===== src/rtl/fu_issue_queue_if.sv =====
// fu_issue_queue_if: RS-issue / FU handshake bundle; slave = queue side, master = RS+FU side
interface fu_issue_queue_if #(
  parameter int ENTRY_WIDTH = 64,
  parameter int ROB_WIDTH   = 4,
  parameter int DEPTH       = 2
);
  logic                         flush;
  logic                         issue_valid;
  logic [ENTRY_WIDTH-1:0]       issue_entry;
  logic [ROB_WIDTH-1:0]         issue_rob_id;
  logic                         busy;
  logic                         fu_valid;
  logic [ENTRY_WIDTH-1:0]       fu_entry;
  logic [ROB_WIDTH-1:0]         fu_rob_id;
  logic                         fu_ready;
  logic [$clog2(DEPTH+1)-1:0]   occupancy;
  logic                         overflow_err;
  modport slave (
    input  flush, issue_valid, issue_entry, issue_rob_id, fu_ready,
    output busy, fu_valid, fu_entry, fu_rob_id, occupancy, overflow_err
  );
  modport master (
    output flush, issue_valid, issue_entry, issue_rob_id, fu_ready,
    input  busy, fu_valid, fu_entry, fu_rob_id, occupancy, overflow_err
  );
endinterface


===== src/rtl/fu_issue_queue.sv =====
// fu_issue_queue: in-order FIFO between RS issue and an FU; ports clk, rst (sync active-low), q (issue in, fu out, busy/occupancy/overflow_err)
module fu_issue_queue #(
  parameter int ENTRY_WIDTH = 64,
  parameter int ROB_WIDTH   = 4,
  parameter int DEPTH       = 2
) (
  input logic clk,
  input logic rst,
  fu_issue_queue_if.slave q
);
  localparam int PW = $clog2(DEPTH);
  localparam int CW = $clog2(DEPTH + 1);
  localparam int DW = ENTRY_WIDTH + ROB_WIDTH;
  logic [DW-1:0] mem [DEPTH];
  logic [PW-1:0] wp, rp;
  logic [CW-1:0] count;
  logic          full, push, pop, ovf;
  assign full = count == CW'(DEPTH);
  assign push = q.issue_valid && !full && !q.flush;
  assign pop  = count != '0 && q.fu_ready && !q.flush;
  always_ff @(posedge clk)
    if (push) mem[wp] <= {q.issue_rob_id, q.issue_entry};
  always_ff @(posedge clk) begin
    if (!rst) begin
      count <= '0;
      wp    <= '0;
      rp    <= '0;
      ovf   <= 1'b0;
    end else begin
      if (q.issue_valid && full) ovf <= 1'b1;
      if (q.flush) begin
        count <= '0;
        wp    <= '0;
        rp    <= '0;
      end else begin
        if (push) wp <= wp == PW'(DEPTH - 1) ? '0 : wp + PW'(1);
        if (pop) rp <= rp == PW'(DEPTH - 1) ? '0 : rp + PW'(1);
        count <= push && !pop ? count + CW'(1) : pop && !push ? count - CW'(1) : count;
      end
    end
  end
  assign q.fu_valid     = count != '0;
  assign q.busy         = full;
  assign q.occupancy    = count;
  assign q.overflow_err = ovf;
  assign {q.fu_rob_id, q.fu_entry} = q.fu_valid ? mem[rp] : '0;
endmodule


===== src/flat_wrapper.sv =====
// flat-port wrapper written by rule: the top's interface ports become plain ports
module fu_issue_queue_flat 
#(
  parameter int ENTRY_WIDTH = 64,
  parameter int ROB_WIDTH   = 4,
  parameter int DEPTH       = 2
)
  (clk, rst, q_flush, q_issue_valid, q_issue_entry, q_issue_rob_id, q_fu_ready, q_busy, q_fu_valid, q_fu_entry, q_fu_rob_id, q_occupancy, q_overflow_err);
  fu_issue_queue_if #(.ENTRY_WIDTH(ENTRY_WIDTH), .ROB_WIDTH(ROB_WIDTH), .DEPTH(DEPTH)) q_i ();
  input logic clk;
  input logic rst;
  input wire logic [$bits(q_i.flush)-1:0] q_flush;
  input wire logic [$bits(q_i.issue_valid)-1:0] q_issue_valid;
  input wire logic [$bits(q_i.issue_entry)-1:0] q_issue_entry;
  input wire logic [$bits(q_i.issue_rob_id)-1:0] q_issue_rob_id;
  input wire logic [$bits(q_i.fu_ready)-1:0] q_fu_ready;
  output wire logic [$bits(q_i.busy)-1:0] q_busy;
  output wire logic [$bits(q_i.fu_valid)-1:0] q_fu_valid;
  output wire logic [$bits(q_i.fu_entry)-1:0] q_fu_entry;
  output wire logic [$bits(q_i.fu_rob_id)-1:0] q_fu_rob_id;
  output wire logic [$bits(q_i.occupancy)-1:0] q_occupancy;
  output wire logic [$bits(q_i.overflow_err)-1:0] q_overflow_err;
  assign q_i.flush = q_flush;
  assign q_i.issue_valid = q_issue_valid;
  assign q_i.issue_entry = q_issue_entry;
  assign q_i.issue_rob_id = q_issue_rob_id;
  assign q_i.fu_ready = q_fu_ready;
  assign q_busy = q_i.busy;
  assign q_fu_valid = q_i.fu_valid;
  assign q_fu_entry = q_i.fu_entry;
  assign q_fu_rob_id = q_i.fu_rob_id;
  assign q_occupancy = q_i.occupancy;
  assign q_overflow_err = q_i.overflow_err;
  fu_issue_queue #(.ENTRY_WIDTH(ENTRY_WIDTH), .ROB_WIDTH(ROB_WIDTH), .DEPTH(DEPTH)) u_core (.clk(clk), .rst(rst), .q(q_i));
endmodule

===== config.mk =====
export PLATFORM = sky130hd
export DESIGN_NAME = fu_issue_queue_flat
export DESIGN_NICKNAME = d
export VERILOG_FILES = /design/src/rtl/fu_issue_queue_if.sv /design/src/rtl/fu_issue_queue.sv /design/src/flat_wrapper.sv
export SDC_FILE = /design/constraint.sdc
export NUM_CORES = 1
export LEC_CHECK = 0
export CORE_MARGIN = 2
export CORE_UTILIZATION = 48
export CTS_CLUSTER_SIZE = 20
export DETAILED_ROUTE_END_ITERATION = 12
export GPL_TIMING_DRIVEN = 0
export PLACE_DENSITY = 0.87
export SLEW_MARGIN = 20
export SYNTH_ARGS = -nofsm -noshare
export SYNTH_HDL_FRONTEND = slang
export SYNTH_SLANG_ARGS = --single-unit

===== constraint.sdc =====
create_clock -name clk -period 9.3 [get_ports clk]
set_clock_uncertainty 0.05 [all_clocks]
set_input_delay 0.93 -clock clk [delete_from_list [all_inputs] [get_ports clk]]
set_output_delay 0.93 -clock clk [all_outputs]
set_load 0.02 [all_outputs]

==> flow_summary_export.csv <==
group,metric,value,unit
grt,antenna_found_initial,0,
placement,place_area,7100,um^2
synthesis,synth-edff-count,136,
worst_hold_path,hold_class,"register to register",
cts,htree_num_levels,4,
setup_path,crit_type,"register to output port",
detailed_routing,drt_iter0_markers,143,
synthesis,avgSynthCellArea,16.9,um^2
power,p_leak,0.00252,uW
detailed_routing,routed-via-count,3172,
setup_path,r2r-start,"u_core.q.occupancy[0]",
detailed_routing,drc,0,
floorplanning,die_w,110,um
synthesis,synth-main-ff-cell,"edfxtp_1",
layout,nNetsFinal,570,
synthesis,synth_simple_gate_area_frac,0.0608,
placement,place_inst,617,
setup_path,r2r_cells,5,
timing,worst-slew-pin-transition,0.504,ns
setup_path,required,8.32,ns
placement,port_buffers,145,
power,power_density,192,nW/um^2
detailed_routing,drt_wl_total,10700,um
setup_path,critPathCaptureType,"output port",
floorplanning,core,10900,um^2
setup_path,r2r_end,"u_core.mem[0][14]",
cts,clk_pin_slew_worst_paths,0.05,ns
synthesis,ys_seq_elements,142,
timing,max_freq,302,MHz
timing,rsz0062_at_grt,"no",
cts,clk_latency,0.50,ns
synthesis,synth_largest_type_area_fraction,0.760,
floorplanning,fp.dieArea,12100,um^2
cts,root_buffer,"clkbuf_8",
setup_path,cp.arrival,2.33,ns
synthesis,yosysUniqueCellTypes,22,
synthesis,synth_top_family_by_area,"multiplexers",
cts,tritoncts,"yes",
floorplanning,die_h,110,um
synthesis,synthArstFlopShare,0,
timing,whs,0.446,ns
timing,final_hold_viol_count,0,
floorplanning,io_pins,146,
synthesis,ys_seq_area_frac,0.782,
synthesis,synth_area_leaders,"edfxtp_1, mux2i_1, nor2_1, dfxtp_1, buf_2",
detailed_routing,viasPerCell,4.90,
worst_hold_path,hold_start,"u_core.q.overflow_err",
grt,grt_usage,0.180,
grt,grt_start_max_net_pins,38,
floorplanning,num_rows,38,
power,ir_drop,117,uV
cts,cts.sinks,142,
layout,final_util,0.700,
placement,hpwl,7540,um
detailed_routing,dr.pass1.iters,5,
cts,cts_setup_buffers,0,
layout,stdcell_count,647,
detailed_routing,wire_per_inst,16.6,um
layout,n_antenna_cell,0,
synthesis,synthXorXnorAreaFrac,0.00489,
job,max_cap_viol_count,0,
timing,max_slew_margin,0.661,
grt,grt_pass1_vias,3364,
grt,overflow,0,
worst_hold_path,hold_path_end,"u_core.q.overflow_err",
worst_hold_path,holdPathStages,2,
synthesis,synthTopCellsByCount,"edfxtp_1, nor2_1, mux2i_1",
timing,setup_violations,0,
synthesis,postSynthCellCount,319,
synthesis,syn_area,5380,um^2
synthesis,synth_warnings,0,
outcome,status,"completed",
timing,post-route-period-util,0.356,
synthesis,synth_most_common_cell,"edfxtp_1",
synthesis,synth_top_area_cell,"edfxtp_1",
synthesis,synth_mux_area_frac,0.127,
floorplanning,initial_core_util,0.494,
setup_path,cp-start-kind,"register",
cts,cts_buffer_depth,2,
detailed_routing,ant_nets,0,
timing,tns,0,ns
grt,grt_pass1_wl,16100,um
layout,area_delta_synth_final,41.9,%
cts,post_cts_resize_count,0,
setup_path,rrSetupSlack,7.22,ns
placement,place_congestion,0.739,
cts,cts_buffers,17,
synthesis,synthAdderAreaFrac,0.00233,
layout,fin_area,7620,um^2
setup_path,cp_max_fo,10,
layout,drive_above_1_share,0.101,
synthesis,synth_compound_area_frac,0.00559,
timing,min_period,3.31,ns
synthesis,synth_nets,393,
timing,drv_slew,0,
cts,cts_hold_buf,0,
sequential cells by signal, indices dropped and copies added, names as in the netlist, named ones only:
signal and flops:
u_core.q.overflow_err 1, u_core.mem 136, u_core.wp 1, u_core.rp 1, u_core.q.occupancy 2
layer usage:
layer	up-vias	track usage	routed length, um
met4	0	0.0488	52
li1	1529	-	-
met3	7	0.0605	644
met2	97	0.317	5600
met1	1539	0.211	4440
met5	-	0	0
power by group:
group	leakage, uW	internal (uW)	switching [uW]	total (uW)
Sequential	0.00130	723	5.59	729
Combinational	0.000963	69.7	67.6	137
Clock	0.000257	373	227	600
worst max-delay path, stage by stage, from the launching register on:
cell and delay, ns:
dfxtp_1 0.38, nor2_2 0.31, buf_2 0.29, buf_2 0.25, nor2_1 0.07, clkdlybuf4s50_1 0.53
cell families (layout without fill, tap and decap cells):
group / after synthesis / count (layout)
multiplexers: 68 / 68
AND/OR/NAND/NOR: 81 / 81
buffers and inverters: 18 / 206
flip-flops: 142 / 142
XOR/XNOR: 3 / 3
AO/OA/AOI/OAI: 6 / 6
adder cells (fa/ha/maj): 1 / 1
placed cells by master, fill, tap and decap left out, types with 3 or more instances in the layout:
cell type        instances
clkinv_2                 4
xor2_1                   3
inv_1                    3
nor2_1                  71
mux2i_1                 68
a21oi_1                  3
clkdlybuf4s50_1        145
clkbuf_16               16
edfxtp_1               136
buf_2                   15
o21ai_0                  3
buf_4                    5
clkbuf_1                 8
dfxtp_1                  6
clkinv_1                 3
metrics by stage:
stage / setup WS (ns) / total power (uW)
2_1_floorplan: 0.989 / 801
3_3_place_gp: -2.50 / 876
3_5_place_dp: 6.26 / 880
4_1_cts: 5.89 / 1480
5_1_grt: 5.81 / 1520
6_report: 5.99 / 1470
final cells by class:
class / instances / area, um^2
multi-input cells: 159 / 1080
repair buffers: 158 / 1540
fillers: 738 / 3260
inverters: 3 / 11.3
clock buffers: 20 / 425
well taps: 140 / 175
plain buffers: 15 / 83.8
flip-flops and latches: 142 / 4200
clock inverters: 10 / 98.8
worst max path at each step:
stage / from / endpoint / slack [ns]
floorplan: q_flush / u_core.mem[0][0] / 0.99
global placement: q_flush / u_core.mem[0][9] / -2.50
detailed placement: q_issue_valid / u_core.mem[0][11] / 6.26
CTS: u_core.q.occupancy[0] / q_fu_entry[61] / 5.89
global route: u_core.q.occupancy[0] / q_fu_entry[50] / 5.81
finish: u_core.q.occupancy[0] / q_fu_entry[61] / 5.99
Note: power is estimated with default switching activity, not from simulation.
